==> src/rtl/game_input_ctrl_pkg.sv <==
// Shared constants, mode encoding and FSM state type for the console input conditioner.
package game_input_pkg;

  localparam int DEB_CYCLES_DEF   = 500000;
  localparam int GUARD_CYCLES_DEF = 1000000;

  localparam logic MODE_PONG   = 1'b0;
  localparam logic MODE_SQUASH = 1'b1;

  typedef enum logic {IDLE, GUARD} mode_state_t;

  // Counter width that stays legal when the terminal count is 1.
  function automatic int cnt_w(input int n);
    return (n > 1) ? $clog2(n) : 1;
  endfunction

endpackage

==> src/rtl/game_input_ctrl_if.sv <==
// Raw button/switch inputs and conditioned outputs of the console input block.
interface game_input_ctrl_if #(
  parameter int NKEYS = 4
);
  logic [NKEYS-1:0] KEY;
  logic             mode_sw;
  logic [NKEYS-1:0] key_level;
  logic [NKEYS-1:0] key_press;
  logic [NKEYS-1:0] key_release;
  logic             game_sel;
  logic             game_restart;
  logic             switching;

  modport slave (
    input  KEY, mode_sw,
    output key_level, key_press, key_release, game_sel, game_restart, switching
  );

  modport master (
    output KEY, mode_sw,
    input  key_level, key_press, key_release, game_sel, game_restart, switching
  );
endinterface

==> src/rtl/game_input_ctrl_debounce_bit.sv <==
// One input bit: 2-flop synchroniser, counter debouncer and registered edge pulses.
module debounce_bit
  import game_input_pkg::*;
#(
  parameter int   DEB_CYCLES = DEB_CYCLES_DEF,
  parameter logic RST_VAL    = 1'b0,
  parameter logic INVERT     = 1'b0
) (
  input  logic clk,
  input  logic rst_n,
  input  logic raw,
  output logic level,
  output logic level_next,
  output logic rise,
  output logic fall
);

  localparam int             CW      = cnt_w(DEB_CYCLES);
  localparam logic [CW-1:0]  CNT_MAX = CW'(DEB_CYCLES - 1);

  logic          sync_p0;
  logic          sync_p1;
  logic          sample;
  logic          accept;
  logic [CW-1:0] cnt;

  // Stage p0/p1: metastability synchroniser
  always_ff @(posedge clk or negedge rst_n) begin
    if (!rst_n) begin
      sync_p0 <= RST_VAL;
      sync_p1 <= RST_VAL;
    end else begin
      sync_p0 <= raw;
      sync_p1 <= sync_p0;
    end
  end

  assign sample     = sync_p1 ^ INVERT;
  assign accept     = (sample != level) && (cnt == CNT_MAX);
  // Exposed so a consumer can react on the very edge the new level is accepted.
  assign level_next = accept ? sample : level;

  // Stage debounce: stable level, run counter and edge pulses
  always_ff @(posedge clk or negedge rst_n) begin
    if (!rst_n) begin
      level <= 1'b0;
      cnt   <= '0;
      rise  <= 1'b0;
      fall  <= 1'b0;
    end else begin
      rise <= accept & sample;
      fall <= accept & ~sample;
      if (sample == level) begin
        cnt <= '0;
      end else if (accept) begin
        level <= sample;
        cnt   <= '0;
      end else begin
        cnt <= cnt + 1'b1;
      end
    end
  end

endmodule

==> src/rtl/game_input_ctrl.sv <==
// Console input conditioner: debounced keys with gated events, plus game-select switch sequencing.
module game_input_ctrl
  import game_input_pkg::*;
#(
  parameter int NKEYS        = 4,
  parameter int DEB_CYCLES   = DEB_CYCLES_DEF,
  parameter int GUARD_CYCLES = GUARD_CYCLES_DEF
) (
  input logic              CLOCK_50,
  input logic              resetn,
  game_input_ctrl_if.slave io
);

  localparam int            GW    = cnt_w(GUARD_CYCLES);
  localparam logic [GW-1:0] G_MAX = GW'(GUARD_CYCLES - 1);

  logic [NKEYS-1:0] key_lvl;
  logic [NKEYS-1:0] press_q;
  logic [NKEYS-1:0] release_q;
  logic [NKEYS-1:0] key_next_unused;
  logic             mode_next;
  logic             mode_level_unused;
  logic             mode_rise_unused;
  logic             mode_fall_unused;

  for (genvar i = 0; i < NKEYS; i++) begin : g_key
    debounce_bit #(
      .DEB_CYCLES(DEB_CYCLES),
      .RST_VAL   (1'b1),
      .INVERT    (1'b1)
    ) u_deb (
      .clk       (CLOCK_50),
      .rst_n     (resetn),
      .raw       (io.KEY[i]),
      .level     (key_lvl[i]),
      .level_next(key_next_unused[i]),
      .rise      (press_q[i]),
      .fall      (release_q[i])
    );
  end

  debounce_bit #(
    .DEB_CYCLES(DEB_CYCLES),
    .RST_VAL   (MODE_PONG),
    .INVERT    (1'b0)
  ) u_mode (
    .clk       (CLOCK_50),
    .rst_n     (resetn),
    .raw       (io.mode_sw),
    .level     (mode_level_unused),
    .level_next(mode_next),
    .rise      (mode_rise_unused),
    .fall      (mode_fall_unused)
  );

  mode_state_t   state, state_nxt;
  logic [GW-1:0] gcnt, gcnt_nxt;
  logic          sel_q, sel_nxt;
  logic          restart_q, restart_nxt;
  logic          switching_q, switching_nxt;

  always_ff @(posedge CLOCK_50 or negedge resetn) begin
    if (!resetn) begin
      state       <= IDLE;
      gcnt        <= '0;
      sel_q       <= MODE_PONG;
      restart_q   <= 1'b0;
      switching_q <= 1'b0;
    end else begin
      state       <= state_nxt;
      gcnt        <= gcnt_nxt;
      sel_q       <= sel_nxt;
      restart_q   <= restart_nxt;
      switching_q <= switching_nxt;
    end
  end

  // The mode compare uses the value being accepted this edge, so selection follows debounce with no extra cycle.
  always_comb begin
    state_nxt     = state;
    gcnt_nxt      = gcnt;
    sel_nxt       = sel_q;
    restart_nxt   = 1'b0;
    switching_nxt = switching_q;
    case (state)
      IDLE: begin
        if (mode_next != sel_q) begin
          sel_nxt       = mode_next;
          restart_nxt   = 1'b1;
          switching_nxt = 1'b1;
          gcnt_nxt      = '0;
          state_nxt     = GUARD;
        end
      end
      GUARD: begin
        if (gcnt == G_MAX) begin
          switching_nxt = 1'b0;
          gcnt_nxt      = '0;
          state_nxt     = IDLE;
        end else begin
          gcnt_nxt = gcnt + 1'b1;
        end
      end
      default: state_nxt = IDLE;
    endcase
  end

  assign io.key_level    = key_lvl;
  assign io.key_press    = press_q & {NKEYS{~switching_q}};
  assign io.key_release  = release_q & {NKEYS{~switching_q}};
  assign io.game_sel     = sel_q;
  assign io.game_restart = restart_q;
  assign io.switching    = switching_q;

endmodule

==> src/flat_wrapper.sv <==
// flat-port wrapper written by rule: the top's interface ports become plain ports
module game_input_ctrl_flat import game_input_pkg::*;
#(
  parameter int NKEYS        = 4,
  parameter int DEB_CYCLES   = DEB_CYCLES_DEF,
  parameter int GUARD_CYCLES = GUARD_CYCLES_DEF
)
  (CLOCK_50, resetn, io_KEY, io_mode_sw, io_key_level, io_key_press, io_key_release, io_game_sel, io_game_restart, io_switching);
  game_input_ctrl_if #(.NKEYS(NKEYS)) io_i ();
  input logic CLOCK_50;
  input logic resetn;
  input wire logic [$bits(io_i.KEY)-1:0] io_KEY;
  input wire logic [$bits(io_i.mode_sw)-1:0] io_mode_sw;
  output wire logic [$bits(io_i.key_level)-1:0] io_key_level;
  output wire logic [$bits(io_i.key_press)-1:0] io_key_press;
  output wire logic [$bits(io_i.key_release)-1:0] io_key_release;
  output wire logic [$bits(io_i.game_sel)-1:0] io_game_sel;
  output wire logic [$bits(io_i.game_restart)-1:0] io_game_restart;
  output wire logic [$bits(io_i.switching)-1:0] io_switching;
  assign io_i.KEY = io_KEY;
  assign io_i.mode_sw = io_mode_sw;
  assign io_key_level = io_i.key_level;
  assign io_key_press = io_i.key_press;
  assign io_key_release = io_i.key_release;
  assign io_game_sel = io_i.game_sel;
  assign io_game_restart = io_i.game_restart;
  assign io_switching = io_i.switching;
  game_input_ctrl #(.NKEYS(NKEYS), .DEB_CYCLES(DEB_CYCLES), .GUARD_CYCLES(GUARD_CYCLES)) u_core (.CLOCK_50(CLOCK_50), .resetn(resetn), .io(io_i));
endmodule
==> config.mk <==
export PLATFORM = sky130hd
export DESIGN_NAME = game_input_ctrl_flat
export DESIGN_NICKNAME = d
export VERILOG_FILES = /design/src/rtl/game_input_ctrl_pkg.sv /design/src/rtl/game_input_ctrl_if.sv /design/src/rtl/game_input_ctrl_debounce_bit.sv /design/src/rtl/game_input_ctrl.sv /design/src/flat_wrapper.sv
export SDC_FILE = /design/constraint.sdc
export NUM_CORES = 1
export LEC_CHECK = 0
export BUFFER_PORTS_ARGS = -buffer_cell sky130_fd_sc_hd__buf_4
export CORE_ASPECT_RATIO = 1.5
export CORE_MARGIN = 8
export CORE_UTILIZATION = 45
export DETAILED_ROUTE_END_ITERATION = 16
export PLACE_DENSITY = 0.67
export SYNTH_ARGS = -nofsm -noshare
export SYNTH_HDL_FRONTEND = slang
export SYNTH_SLANG_ARGS = --single-unit
==> constraint.sdc <==
create_clock -name CLOCK_50 -period 3 [get_ports CLOCK_50]
set_clock_uncertainty 0.05 [all_clocks]
set_input_delay 0.6 -clock CLOCK_50 [delete_from_list [all_inputs] [get_ports CLOCK_50]]
set_output_delay 0.6 -clock CLOCK_50 [all_outputs]
set_load 0.02 [all_outputs]
### After elaboration in Yosys (flattened, before gate mapping)

Index checks and enable logic that the tools add are counted.

| storage, ports and cells | value |
|---|---|
| word-level logic and storage cells | 110 |
| bits of input ports | 7 |
| register bits after elaboration | 142 |
| output and inout port bits | 15 |

| cells by class | value |
|---|---|
| reduce and logical (&&, ||, !) cells | 11 |
| mux-type cells | 21 |
| bitwise gates (word level) | 20 |
| equal/unequal tests | 19 |
| $add $sub $neg | 6 |

Operator list:

| operator | count |
|---|---|
| 19-bit 2-to-1 mux | 10 |
| 19-bit by 1-bit adder with 19-bit output, second input constant | 5 |
| 19-bit equality test, second input constant | 5 |
| 20-bit 2-to-1 mux | 2 |
| 20-bit one-hot mux with 2 select lines | 1 |
| 20-bit by 1-bit adder with 20-bit output, second input constant | 1 |
| 20-bit equality test, second input constant | 1 |
| 2-bit AND reduction | 6 |
| 1-bit inverter | 10 |
| 1-bit bitwise AND | 8 |
| 4-bit bitwise AND | 2 |
| 1-bit 2-to-1 mux | 6 |
| 1-bit inequality test | 6 |
| 1-bit equality test | 5 |
| 1-bit logical AND | 5 |
| 1-bit one-hot mux with 2 select lines | 2 |
| 2-bit by 1-bit inequality test with 1-bit output, second input constant | 1 |
| 2-bit inequality test, second input constant | 1 |

### Depth between registers and ports, before layout

| depth | value |
|---|---|
| depth in word-level cells | 6 |
| gate-level depth with buffers | 8 |
| depth with buffers taken out | 6 |

### Hierarchy

Synthesis repeated with hierarchy kept, for this count alone.

| unflattened totals | value |
|---|---|
| cell total of the unflattened synthesis | 688 |
| area, all modules | 7101.8 um^2 |

Modules (own cells, without submodules):

| module | times used | area an instance (um^2) | cells each | sequential area each (um^2) |
|---|---|---|---|---|
| debounce_bit at u_core.g_key[0].u_deb ... | 4 | 1142.3 | 108 | 603.1 |
| game_input_ctrl | 1 | 1396.3 | 149 | 600.6 |
| debounce_bit at u_core.u_mode | 1 | 1136.1 | 107 | 600.6 |

### Worst setup path after synthesis

No wires, ideal clock.

| path | value |
|---|---|
| kind | register to register |
| start point | reg u_core.u_mode.cnt[14] |
| end point | reg u_core.sel_q, in the netlist u_core.io.game_sel |
| buffers on the path | 1 |
| data required time | 2825 ps |
| cell stages (with the launch flop) | 7 |
| setup time | 125 ps |
| path slack | 592 ps |
| period minus slack after synthesis | 2408 ps |
| arrival | 2234 ps |
| cells stage by stage | dfrtp_1 or4b_1 or4_1 buf_2 nor2_1 mux2_2 mux2_2 |

| between the ends | value |
|---|---|
| cells in the longest elaborated chain, start to end | 5 |

Ends and longest elaborated chain:

| item | line | text |
|---|---|---|
| start, declared | game_input_ctrl_debounce_bit.sv:25 | `logic [CW-1:0] cnt;` |
| start signal, assigned | game_input_ctrl_debounce_bit.sv:59 | `cnt <= cnt + 1'b1;` |
| 19-bit equality test * | game_input_ctrl_debounce_bit.sv:39 | `assign accept = (sample != level) && (cnt == CNT_MAX);` |
| 1-bit logical AND * | game_input_ctrl_debounce_bit.sv:39 |  |
| 1-bit 2-to-1 mux * | -- |  |
| 1-bit inequality test | game_input_ctrl.sv:87 | `if (mode_next != sel_q) begin` |
| 2-bit AND reduction (no line) | -- |  |
| end signal, assigned | game_input_ctrl.sv:72 | `sel_q <= sel_nxt;` |
| end, declared | game_input_ctrl.sv:58 | `logic sel_q, sel_nxt;` |

Every way passes the cells marked *; elsewhere a longest branch is shown, timed or not.
A chain may end at the register's enable or synchronous reset.

### Worst setup path after layout

| path | value |
|---|---|
| start point | reg u_core.u_mode.cnt[14] |
| end point | reg u_core.gcnt[6] |

| between the ends | value |
|---|---|
| cells in the longest elaborated chain, start to end | 5 |

Ends and longest elaborated chain:

| item | line | text |
|---|---|---|
| 19-bit equality test | game_input_ctrl_debounce_bit.sv:39 |  |
| 1-bit logical AND | game_input_ctrl_debounce_bit.sv:39 |  |
| 1-bit 2-to-1 mux | -- |  |
| 1-bit inequality test | game_input_ctrl.sv:87 |  |
| 2-bit by 1-bit inequality test with 1-bit output (no line) | -- |  |
| end signal, assigned | game_input_ctrl.sv:71 | `gcnt <= gcnt_nxt;` |
| end, declared | game_input_ctrl.sv:57 | `logic [GW-1:0] gcnt, gcnt_nxt;` |

No other way between the ends.

==> Flow_metrics.wiki <==
{| class="wikitable"
! Metric !! Value
|-
| Worst Setup Path Type || reg -> reg
|-
| Number of DRC violations after detailed-routing iteration 0 || 201
|-
| Cell count after synthesis || 694
|-
| Hold buffer count at CTS || 0
|-
| Status || complete, no violations
|-
| Actual slew at the worst max-slew pin || 0.7292 ns
|-
| Overall global routing resource usage || 15.13%
|-
| Combinational cell fraction of total power || 2.5%
|-
| Initial Utilization || 45.93%
|-
| Die width || 117.3 µm
|-
| # Max-Cap Violations || 0
|-
| Antenna viol nets, final || 0
|-
| Clock network latency to the later pin of the worst-skew pair || 0.42 ns
|-
| Final cell count without fillers || 926
|-
| Flip-flop and latch count after synthesis || 142
|-
| WP data arrival || 2.86 ns
|-
| Antenna violations before repair || 0
|-
| Vias in the first global route || 5332
|-
| Syn nets || 707
|-
| Standard cell core area || 15070 µm²
|-
| CTS tree || yes
|-
| DIE AREA || 19690 µm²
|-
| Fraction of synthesis flops using an asynchronous set or reset pin || 100.0%
|-
| RD Place Congestion || 0.8340
|-
| Number of placed instances, taps included || 894
|-
| Total congestion overflow after global routing || 0
|-
| Power Density || 530.0 nW/µm²
|-
| RSZ-0062 raised after global routing || no
|-
| Largest net degree at the start of global routing || 64
|-
| Sort of element at the end of the critical path || register
|-
| Global-route wire length before repair || 24070 µm
|-
| Number of H-tree levels || 4
|-
| Maximum clock rate || 0.3869 GHz
|-
| Element type at the critical path start || register
|-
| Number of nets in the finished design || 727
|-
| Worst vdd ir || 333.1 µV
|-
| Fin. max-slew vios || 0
|-
| Register area share after synthesis || 51.48%
|-
| Number of different library cells in the post-synthesis netlist || 53
|-
| Fill cell count || 1314
|-
| Clock period minus worst slack || 2.585 ns
|-
| CTS Root Cell || clkbuf_16
|-
| Antenna fix cells || 0
|-
| Critical Path Fanout Max || 12
|-
| Worst-path clk slew || 0.06 ns
|-
| Post-Place Cell Area || 7271 µm²
|-
| Deepest clock path buffer count || 2
|-
| Remaining design rule violation count || 0
|-
| Post-cts repair resize count || 0
|-
| Number of enable-type register cells in the synthesized netlist || 0
|-
| Num CTS Buffers || 17
|-
| Net switching power || 0.8425 mW
|-
| # port buffers || 21
|-
| Endpoints failing hold || 0
|-
| Leak Pwr || 3.258 nW
|-
| Dpl hpwl || 9118 µm
|-
| Number of vias in the routed layout || 4972
|-
| Placement Rows || 55
|-
| Worst path required time || 3.28 ns
|-
| # setup viols final || 0
|-
| Hold WC Path Type || in -> async
|-
| Wirelength per Cell || 14.37 µm
|-
| Synthesis-to-layout area growth || 13.54%
|-
| Count of clock tree sinks || 142
|-
| Die Y-Extent || 167.9 µm
|-
| Internal power || 3.323 mW
|-
| Switching fraction of total power || 20.23%
|-
| Drt total wl || 13300 µm
|-
| Layout cells sized above 1 || 11.42%
|-
| Final setup TNS || 0 ns
|-
| Commonest register cell after synthesis || dfrtp_1
|-
| Final Cell Area || 7859 µm²
|-
| Total standard cell area after synthesis || 6922 µm²
|-
| Avg Vias per Cell || 5.369
|-
| Post-CTS Setup Repair Bufs || 0
|-
| DRT Pass-1 Iters || 4
|-
| Total power || 4.165 mW
|-
| Syn avg cell area || 9.974 µm²
|-
| Max transition margin || 51.39%
|-
| Share of the clock period used by the worst path after layout || 86.16%
|-
| Clock Power Share || 50.3%
|-
| Portion of total power attributed to sequential cells || 47.2%
|-
| Top Ports || 22
|-
| Warning count from the yosys run || 0
|}
## cells in the mapped netlist (3+ instances only)
| cell | count | area, µm² |
|---|---|---|
| ha_1 | 6 | 75.07 |
| nand4_1 | 17 | 106.4 |
| nand3b_1 | 5 | 37.54 |
| xor2_1 | 39 | 341.6 |
| and2_1 | 13 | 81.33 |
| nor2b_1 | 11 | 68.82 |
| o21a_1 | 3 | 22.52 |
| nand3_1 | 43 | 215.2 |
| a41oi_1 | 6 | 52.55 |
| buf_4 | 4 | 30.03 |
| a31oi_4 | 8 | 170.2 |
| dfstp_2 | 8 | 210.2 |
| xnor2_1 | 47 | 411.6 |
| nand2_1 | 59 | 221.5 |
| or4_1 | 5 | 37.54 |
| o21bai_1 | 3 | 22.52 |
| clkbuf_1 | 18 | 67.56 |
| dfrtp_1 | 134 | 3353 |
| a21oi_1 | 8 | 40.04 |
| a31oi_1 | 4 | 25.02 |
| nor2_1 | 107 | 401.6 |
| nor3_1 | 24 | 120.1 |
| or2_2 | 4 | 25.02 |
| inv_1 | 20 | 75.07 |
| or3_1 | 12 | 75.07 |
| nor4b_1 | 4 | 35.03 |
| o21ai_0 | 16 | 80.08 |
| and4_1 | 9 | 78.83 |
| nor4_1 | 14 | 87.58 |
| and3_1 | 11 | 68.82 |
## power by group through the flow
| stage | clock [mW] | sequential [mW] | combinational [mW] |
|---|---|---|---|
| 2_1_floorplan | 0 | 1.99 | 0.0505 |
| 3_3_place_gp | 0 | 2.00 | 0.106 |
| 3_5_place_dp | 0 | 2.00 | 0.110 |
| 4_1_cts | 2.15 | 1.97 | 0.111 |
| 5_1_grt | 2.23 | 1.97 | 0.126 |
| 6_report | 2.09 | 1.97 | 0.105 |
## through the flow
step | hold slack (ns) | setup slack (ns) | util, %
after floorplan | 0.2544 | 0.5917 | -
after global placement | 0.2960 | 0.4798 | 48.24
after detailed placement | 0.2919 | 0.4278 | 48.24
after CTS | 0.1271 | 0.4129 | 52.15
after global routing | 0.1657 | 0.2633 | 52.15
final | 0.1061 | 0.4152 | 52.15
## area by class of cell
type / count / area, µm² / share of cell area [%]
Timing Repair Buffer: 27 / 231.5 / 2.945
Clock buffer: 25 / 475.5 / 6.050
Sequential cell: 142 / 3563 / 45.34
Multi-Input combinational cell: 506 / 3152 / 40.11
Tap cell: 199 / 249.0 / 3.168
Inverter: 20 / 75.07 / 0.9553
Clock inverter: 7 / 112.6 / 1.433
## sequential cells by signal, summed over array words and instances, names as in the netlist, 4 cells and up
signal	flops
u_core.u_mode.cnt	19
u_core.g_key.u_deb.cnt	76
u_core.g_key.u_deb.rise	4
u_core.gcnt	20
u_core.g_key.u_deb.sync_p1	4
u_core.g_key.u_deb.sync_p0	4
u_core.g_key.u_deb.fall	4
u_core.g_key.u_deb.level	4
## final timing paths
check	startpoint	to	slack [ns]	cells past startpoint
setup / recovery	u_core.u_mode.cnt[14]$_DFF_PN0_	u_core.gcnt[6]$_DFFE_PN0P_	0.42	6
hold / removal	resetn	u_core.u_mode.cnt[0]$_DFF_PN0_	0.11	1
setup reg to reg	u_core.u_mode.cnt[14]$_DFF_PN0_	u_core.gcnt[6]$_DFFE_PN0P_	0.42	6
hold reg to reg	u_core.g_key[1].u_deb.sync_p0$_DFF_PN1_	u_core.g_key[1].u_deb.sync_p1$_DFF_PN1_	0.31	0
max in group asynchronous	resetn	u_core.g_key[3].u_deb.sync_p1$_DFF_PN1_	2.02	2
min in group CLOCK_50	io_KEY[1]	u_core.g_key[1].u_deb.sync_p0$_DFF_PN1_	0.24	1
## per-layer routing
layer / wire (µm) / part of all wire [%] / track usage (%) / up-vias
met5: 0 / 0 / 0 / -
met3: 563 / 4.2 / 4.119 / 18
met1: 5598 / 42 / 17.26 / 2468
met2: 6938 / 52 / 26.06 / 63
met4: 202 / 1.5 / 5.649 / 0
li1: - / - / - / 2423
## worst max-delay path: stages (launching register included)
cell	delay [ns]
dfrtp_1	0.41
or4b_1	0.51
or4_1	0.69
a211oi_4	0.43
nor2_4	0.06
buf_12	0.17
a31oi_1	0.17
## kinds of logic (layout without fill, tap and decap cells)
kind of cell	count (synthesis)	in the layout	share of synthesized area, %
AOI/OAI and AO/OA	62	62	7.719
xor gates and xnor gates	86	86	10.88
adders and majority gates	6	6	1.085
buffers and inverters	46	79	2.983
DFF	142	142	51.48
muxes	2	2	0.3254
and+or+nand+nor	350	350	25.52
## cell usage in the layout (no fill, tap or decap), types with 8 or more instances in the layout
cell type	n
a21oi_1	8
a31oi_4	8
and2_1	13
and3_1	11
and4_1	9
buf_4	24
clkbuf_16	17
dfrtp_1	134
dfstp_2	8
inv_1	20
nand2_1	59
nand3_1	43
nand4_1	17
nor2_1	107
nor2b_1	11
nor3_1	24
nor4_1	14
o21ai_0	16
or3_1	12
xnor2_1	47
xor2_1	39
Power figures use the tool's default switching activity.
